===== config.mk =====
export PLATFORM = sky130hd
export DESIGN_NAME = split_block
export DESIGN_NICKNAME = d
export VERILOG_FILES = /design/src/rtl/split_block.sv
export SDC_FILE = /design/constraint.sdc
export NUM_CORES = 1
export LEC_CHECK = 0
export CORE_ASPECT_RATIO = 1.25
export CORE_MARGIN = 1
export CORE_UTILIZATION = 54
export CTS_BUF_LIST = sky130_fd_sc_hd__clkbuf_4 sky130_fd_sc_hd__clkbuf_8
export DETAILED_ROUTE_END_ITERATION = 8
export HOLD_SLACK_MARGIN = 0.02
export PLACE_DENSITY_LB_ADDON = 0.1
export SLEW_MARGIN = 20
export SYNTH_ARGS = -nofsm -noshare
export SYNTH_HDL_FRONTEND = slang
export SYNTH_SLANG_ARGS = --single-unit

===== constraint.sdc =====
create_clock -name clk_in -period 5 [get_ports clk_in]
set_input_delay 1 -clock clk_in [delete_from_list [all_inputs] [get_ports clk_in]]
set_output_delay 1 -clock clk_in [all_outputs]
set_load 0.01 [all_outputs]

===== src/rtl/split_block.sv =====
// split_block
// Serializes one NUM_BYTES-byte block into a byte stream, byte 0 first.
// A block enters on a valid/ready handshake. Bytes leave on a second
// valid/ready handshake that the downstream can stall.
//
// Ports:
//   clk_in          clock; all state changes on its rising edge
//   rst_in          asynchronous active-high reset
//   block_in        block to serialize; sampled only on a block handshake
//   valid_in        block_in is valid
//   ready_out       a block can be accepted this cycle
//   byte_out        current byte; holds its last value while not valid
//   byte_valid_out  byte_out is valid
//   byte_ready_in   downstream consumes byte_out this cycle
//   done_out        one-cycle pulse after the last byte of a block transfers
//
// Optional feature:
//   SPLIT_BLOCK_BUFFER_EN  adds a one-block holding buffer, so the next block
//                          can be accepted while the current one is streaming.
//
// NUM_BYTES must be at least 2.
module split_block #(
  parameter int NUM_BYTES = 16
) (
  input  logic                      clk_in,
  input  logic                      rst_in,
  input  logic [NUM_BYTES-1:0][7:0] block_in,
  input  logic                      valid_in,
  output logic                      ready_out,
  output logic [7:0]                byte_out,
  output logic                      byte_valid_out,
  input  logic                      byte_ready_in,
  output logic                      done_out
);

  localparam int IW = $clog2(NUM_BYTES);

  typedef enum logic [1:0] {
    S_IDLE = 2'd0,
    S_SEND = 2'd1,
    S_DONE = 2'd2
  } state_t;

  state_t                      r_state;
  state_t                      w_next_state;
  logic [NUM_BYTES-1:0][7:0]   r_shift;
  logic [IW-1:0]               r_idx;
  logic                        w_accept;
  logic                        w_xfer;
  logic                        w_last;
  logic                        w_load;
  logic [NUM_BYTES-1:0][7:0]   w_load_data;

`ifdef SPLIT_BLOCK_BUFFER_EN
  logic [NUM_BYTES-1:0][7:0]   r_buf;
  logic                        r_buf_full;
  logic                        w_buf_wr;
  logic                        w_from_buf;
`endif

  // Output decode. Every output is a function of registered state only.
  assign byte_valid_out = (r_state == S_SEND);
  assign done_out       = (r_state == S_DONE);
  // Byte 0 of the shift register is always the byte on offer. It is left
  // untouched on the final transfer, so byte_out holds its last value.
  assign byte_out       = r_shift[0];
`ifdef SPLIT_BLOCK_BUFFER_EN
  assign ready_out      = !r_buf_full;
  assign w_load_data    = w_from_buf ? r_buf : block_in;
`else
  assign ready_out      = (r_state == S_IDLE);
  assign w_load_data    = block_in;
`endif

  assign w_accept = valid_in && ready_out;
  assign w_xfer   = (r_state == S_SEND) && byte_ready_in;
  assign w_last   = (r_idx == IW'(NUM_BYTES - 1));

  // State register.
  always_ff @(posedge clk_in or posedge rst_in) begin
    if (rst_in) begin
      r_state <= S_IDLE;
    end else begin
      r_state <= w_next_state;
    end
  end

  // Next-state and load/buffer control.
  always_comb begin
    w_next_state = r_state;
    w_load       = 1'b0;
`ifdef SPLIT_BLOCK_BUFFER_EN
    w_buf_wr     = 1'b0;
    w_from_buf   = 1'b0;
`endif
    case (r_state)
      S_IDLE: begin
`ifdef SPLIT_BLOCK_BUFFER_EN
        // The buffer can still be full here if a block landed in it during
        // DONE. ready_out is low in that case, so it cannot clash with a new
        // accept.
        if (r_buf_full) begin
          w_load       = 1'b1;
          w_from_buf   = 1'b1;
          w_next_state = S_SEND;
        end else if (w_accept) begin
          w_load       = 1'b1;
          w_next_state = S_SEND;
        end else begin
          w_next_state = S_IDLE;
        end
`else
        if (w_accept) begin
          w_load       = 1'b1;
          w_next_state = S_SEND;
        end else begin
          w_next_state = S_IDLE;
        end
`endif
      end
      S_SEND: begin
        if (w_xfer && w_last) begin
          w_next_state = S_DONE;
        end else begin
          w_next_state = S_SEND;
        end
`ifdef SPLIT_BLOCK_BUFFER_EN
        if (w_accept) begin
          w_buf_wr = 1'b1;
        end else begin
          w_buf_wr = 1'b0;
        end
`endif
      end
      S_DONE: begin
`ifdef SPLIT_BLOCK_BUFFER_EN
        if (r_buf_full) begin
          w_load       = 1'b1;
          w_from_buf   = 1'b1;
          w_next_state = S_SEND;
        end else if (w_accept) begin
          w_buf_wr     = 1'b1;
          w_next_state = S_IDLE;
        end else begin
          w_next_state = S_IDLE;
        end
`else
        w_next_state = S_IDLE;
`endif
      end
      default: begin
        w_next_state = S_IDLE;
      end
    endcase
  end

  // Shift register and byte index.
  always_ff @(posedge clk_in or posedge rst_in) begin
    if (rst_in) begin
      r_shift <= '0;
      r_idx   <= '0;
    end else if (w_load) begin
      r_shift <= w_load_data;
      r_idx   <= '0;
    end else if (w_xfer) begin
      if (w_last) begin
        r_idx <= '0;
      end else begin
        r_idx   <= r_idx + IW'(1);
        r_shift <= {8'h00, r_shift[NUM_BYTES-1:1]};
      end
    end else begin
      r_idx <= r_idx;
    end
  end

`ifdef SPLIT_BLOCK_BUFFER_EN
  // Holding buffer for a block accepted while the current one is busy.
  always_ff @(posedge clk_in or posedge rst_in) begin
    if (rst_in) begin
      r_buf      <= '0;
      r_buf_full <= 1'b0;
    end else if (w_buf_wr) begin
      r_buf      <= block_in;
      r_buf_full <= 1'b1;
    end else if (w_from_buf) begin
      r_buf_full <= 1'b0;
    end else begin
      r_buf_full <= r_buf_full;
    end
  end
`endif

endmodule


After elaboration in Yosys (flattened, before gate mapping)
Index checks and enable logic that the tools add are counted.
{"block": "op_classes", "addsub": 1, "n_reduce_logical": 6, "muxes": 11, "n_eq_ne": 4}
{"cell": "128-bit 2-to-1 mux", "n": 3}
{"cell": "4-bit 2-to-1 mux", "n": 3}
{"cell": "4-bit by 1-bit adder with 4-bit output, second input constant", "n": 1}
{"cell": "4-bit == test, second input constant", "n": 1}
{"cell": "2-bit one-hot mux with 2 select lines", "n": 1}
{"cell": "1-bit logical AND", "n": 3}
{"cell": "1-bit 2-to-1 mux", "n": 3}
{"cell": "2-bit by 1-bit == test with 1-bit output, second input constant", "n": 1}
{"cell": "2-bit == test, second input constant", "n": 1}
{"cell": "2-bit zero test", "n": 1}
{"cell": "2-bit 2-to-1 mux", "n": 1}
{"cell": "2-bit by 1-bit inequality test with 1-bit output, second input constant", "n": 1}
{"cell": "2-bit AND reduction", "n": 1}
{"cell": "2-bit nonzero test", "n": 1}
{"block": "totals", "input_bits": 132, "register_bits": 134}

Depth between registers and ports, before layout
{"block": "depth", "ltp_word": 6, "mapped_depth": 6, "mapped_depth_nobuf": 4}

Least setup slack after synthesis
Ideal clock, no wire load.
{"block": "synth_timing", "path_kind": "input to register", "from": "input valid_in", "to": "register r_shift[10] in the netlist's numbering", "t_required_ns": 4.872, "n_path_buf": 3, "arrival_time_ns": 1.892, "path_slack_ns": 2.981, "setup_time_ns": 0.128, "path_stages": 6, "cell_sequence": "or3b_1 > clkbuf_1 > buf_2 > buf_2 > nand2_1 > o211ai_2"}
{"block": "synth_between", "elab_chain_cells": 5, "word_cells_on_any_way": 7, "classes_between": "eq/ne: 1; mux: 3; reduce/logical: 3"}
{"item": "from (decl)", "line_no": "28", "source": "input logic valid_in,"}
{"item": "1-bit logical AND (*)", "line_no": "75", "source": "assign w_accept = valid_in && ready_out;"}
{"item": "1-bit 2-to-1 mux (*)", "line_no": "113", "source": "if (w_accept) begin"}
{"item": "1-bit 2-to-1 mux (*)", "line_no": "96", "source": "case (r_state)"}
{"item": "2-bit by 1-bit inequality test with 1-bit output (no source line) or 2-bit nonzero test (tied branches)"}
{"item": "2-bit AND reduction (no source line)"}
{"item": "to (signal assigned)", "line_no": "163", "source": "r_shift <= w_load_data;"}
{"item": "to (signal assigned)", "line_no": "170", "source": "r_shift <= {8'h00, r_shift[NUM_BYTES-1:1]};"}
{"item": "to (decl)", "line_no": "46", "source": "logic [NUM_BYTES-1:0][7:0] r_shift;"}
Mark *: on every way between the ends. The rest lies on a longest branch, timed or not.
A chain may end at the register's enable or synchronous reset.

Worst setup path after layout
{"block": "layout_timing", "from": "input byte_ready_in", "to": "register r_shift[10] in the netlist's numbering"}
{"block": "layout_between", "elab_chain_cells": 3}
{"item": "from (decl)", "line_no": "32", "source": "input logic byte_ready_in,"}
{"item": "1-bit logical AND", "line_no": "76", "source": "assign w_xfer = (r_state == S_SEND) && byte_ready_in;"}
{"item": "2-bit nonzero test (no source line)"}
{"item": "2-bit AND reduction (no source line)"}
No other way between the ends.

==> impl_metrics.py <==
metrics = {
    "floorplanning": {
        "core_region_area_mm2": 0.01272,
        "die_w_um": 104.1,
        "fp.dieArea_mm2": 0.01349,
        "initial_core_util_pct": 55.31,
        "ioPinCount": 143,
        "floorplan.rows": 46,
        "die_h_um": 129.6,
    },
    "finish": {
        "mostFrequentLayoutCells": "nand2_1 (257), clkdlybuf4s50_1 (142), dfrtp_1 (134)",
        "drive_above_1_share_pct": 18.54,
        "most_common_cell_after_layout_fill_and_taps_aside": "nand2_1",
        "antenna-diode-count": 0,
        "flow.area_growth_from_synthesis_pct": 24.63,
        "total_number_of_nets_in_the_final_design": 967,
    },
    "power_and_ir_drop": {
        "internal_power_uw": 2637,
        "power.combinational.fraction_pct": 33.2,
        "power.clock.fraction_pct": 24.2,
        "power_density_mw_per_mm2": 462.7,
        "switching_power_uw": 1420,
        "cellLeakagePower_uw": 0.003860,
        "pwr-share-seq_pct": 42.6,
        "swShare_pct": 35.01,
        "worst_ir_drop_vdd_mv": 0.2640,
    },
    "synthesis": {
        "synth_adder_area_share_pct": 0.1778,
        "yosys.area_share.xor_xnor_pct": 0.1245,
        "syn_avg_cell_area_um2": 9.469,
        "synth_simple_gate_area_share_pct": 23.64,
        "synth_top_area_share_pct": 47.66,
        "yosys.area.top_type": "dfrtp_1",
        "synth_top_cells_by_area": "dfrtp_1 (48%), o211ai_2 (20%), nand2_1 (14%)",
        "synthesis.instances": 743,
        "synth.net_count": 876,
        "yosys-mux-area-fraction_pct": 0.1601,
        "main_combinational_cell_family_by_area_after_synthesis": "simple AND/OR/NAND/NOR gates",
        "synth-seq-cells": 134,
        "synthesis.yosys.warnings": 0,
        "synth.lib_cells_used.distinct": 27,
        "synth-compound-area-share_pct": 21.64,
        "mappedNetlistArea_mm2": 0.007035,
        "seq_area_frac_synth_pct": 47.66,
    },
    "routing": {
        "remaining_drc_errors": 0,
        "via_count": 5807,
        "drt-initial-drc-count": 511,
        "detail_route.wirelength_mm": 17.02,
        "route.detailed.vias_per_inst": 5.721,
        "detail_route.first_pass.iterations": 4,
        "drt-wirelength-per-cell_um": 16.77,
        "detail-route-antenna-nets": 0,
    },
    "sta": {
        "timing.final.max_slew_violations": 0,
        "fin_setup_tns_ns": 0,
        "layout_worst_path_cycle_share_pct": 59.36,
        "maxClockFrequency_mhz": 336.9,
        "final.min_clock_period_ns": 2.968,
        "timing_worst_slew_pin_value_ns": 0.9752,
        "timing.max_slew.rel_slack_pct": 34.99,
        "finalHoldViolations": 0,
        "postLayoutSetupSlackWorst_ns": 2.032,
        "rsz_0062_raised_after_global_routing": "no",
        "report.final.setup_viol": 0,
        "skew_ns": 0.01179,
    },
    "setup_path": {
        "worstPathRequired_ns": 5.36,
        "reg2reg_slack_ns": 2.25,
        "critical_path.max_fanout": 63,
        "worstPathArrival_ns": 3.32,
        "critPathCaptureType": "flop",
        "start_kind": "primary input",
        "criticalPathCategory": "in -> reg",
    },
    "placed_design": {
        "placement.setup.worst_slack_ns": 1.689,
        "gp_congestion": 0.8079,
        "number_of_buffer_cells_added_on_primary_ports": 142,
        "place.detailed.hpwl_mm": 10.49,
    },
    "global_routing": {
        "first_global_vias": 5896,
        "track_usage_pct": 26.75,
        "global_route_wire_length_before_repair_mm": 28.73,
        "antenna_found_initial": 0,
        "grt_overflow_total": 0,
        "maximum_number_of_pins_on_one_net_before_global_route_repair": 131,
    },
    "hold_path": {
        "worst_hold_path_type": "reg -> reg",
    },
    "cts": {
        "postCtsSetupBuffers": 0,
        "postCtsHoldBufs": 0,
        "cts_tree": "done",
        "numClockSinks": 134,
        "ctsLongestPathBuffers": 2,
        "postCtsResizedCells": 0,
        "cts_inserted_buffers": 17,
        "h-tree-depth": 4,
        "clock-root-buffer": "clkbuf_8",
        "clock_insertion_delay_worst_skew_ns": 0.44,
        "clock_slew_at_reported_path_ffs_ns": 0.08,
    },
    "job": {
        "cap_viol_max_count": 0,
    },
    "run_status": {
        "status": "finished clean",
    },
}
-- stage by stage --
step / instance area, µm² / hold WS, ns / std cells / utilization (%) / total power [µW]
2_1_floorplan: 7036 / 0.4840 / 743 / - / 2751
3_3_place_gp: 8329 / 0.4914 / 983 / 65.48 / 3019
3_5_place_dp: 8329 / 0.4960 / 983 / 65.48 / 3092
4_1_cts: 8768 / 0.5113 / 1015 / 68.94 / 4086
5_1_grt: 8768 / 0.5408 / 1015 / 68.94 / 4311
6_report: 8768 / 0.5139 / 1015 / 68.94 / 4057
-- flip-flops by register name, summed over array words and instances, names as in the netlist --
signal	count
r_shift	120
r_idx	4
byte_out	8
r_state	2
-- power by group through the flow --
| stage | sequential, µW | clock, µW | combinational, µW |
|---|---|---|---|
| 2_1_floorplan | 1660 | 0 | 1090 |
| 3_3_place_gp | 1720 | 0 | 1300 |
| 3_5_place_dp | 1740 | 0 | 1350 |
| 4_1_cts | 1720 | 1000 | 1360 |
| 5_1_grt | 1770 | 1040 | 1500 |
| 6_report | 1730 | 982 | 1350 |
-- Yosys cell counts --
cell type	instances
and3b_1	1
nor2b_1	2
nand4b_1	1
and2_4	1
o21ai_1	8
nand3_1	123
a22o_1	1
clkbuf_1	35
nor2_1	4
buf_2	20
dfrtp_1	134
nand2_1	257
buf_6	14
a21boi_1	1
nor3b_2	1
mux2_2	1
or3b_1	1
ha_1	1
xor2_1	1
buf_1	1
a21oi_1	1
o211ai_1	10
nand3b_1	1
o211ai_2	110
inv_1	3
o21ai_0	2
buf_4	8
-- critical path, stage by stage --
cell and delay (ns):
clkdlybuf4s50_1 0.54, and3b_4 0.22, buf_4 0.51, buf_4 0.64, nand3_1 0.23, o211ai_2 0.11
-- area by class of cell --
class                      instances  area (µm²)
fill                            1019        3951
multi-input combinational        528        3243
timing repair buffer             150        1506
clock inverter                    15       205.2
tap                              168       210.2
clock buffer                      17       234.0
inverter                           3       16.27
sequential                       134        3353
-- kinds of logic after synthesis --
kind of cell               after synthesis
muxes                                    1
and+or+nand+nor                        392
buffers and inverters                   81
DFF                                    134
AOI/OAI and AO/OA                      133
adders and majority gates                1
xor gates and xnor gates                 1
-- final timing paths --
check | startpoint | end | depth (start not counted)
worst max-delay path | byte_ready_in | r_shift[10] | 6
worst min-delay path | r_shift[77] | r_shift[69] | 2
worst max register to register | r_idx[0] | r_shift[104] | 5
worst min register to register | r_shift[77] | r_shift[69] | 2
max in group asynchronous | rst_in | r_shift[28] | 3
min in group asynchronous | rst_in | r_shift[75] | 2
-- per-layer routing --
layer | up-vias | global-route usage, % | wire (µm)
li1 | 2738 | - | -
met1 | 2879 | 34.59 | 7180
met2 | 164 | 45.33 | 8740
met4 | 0 | 10.08 | 388
met5 | - | 0 | 0
met3 | 26 | 4.779 | 714
(Power assumes the default switching activity.)
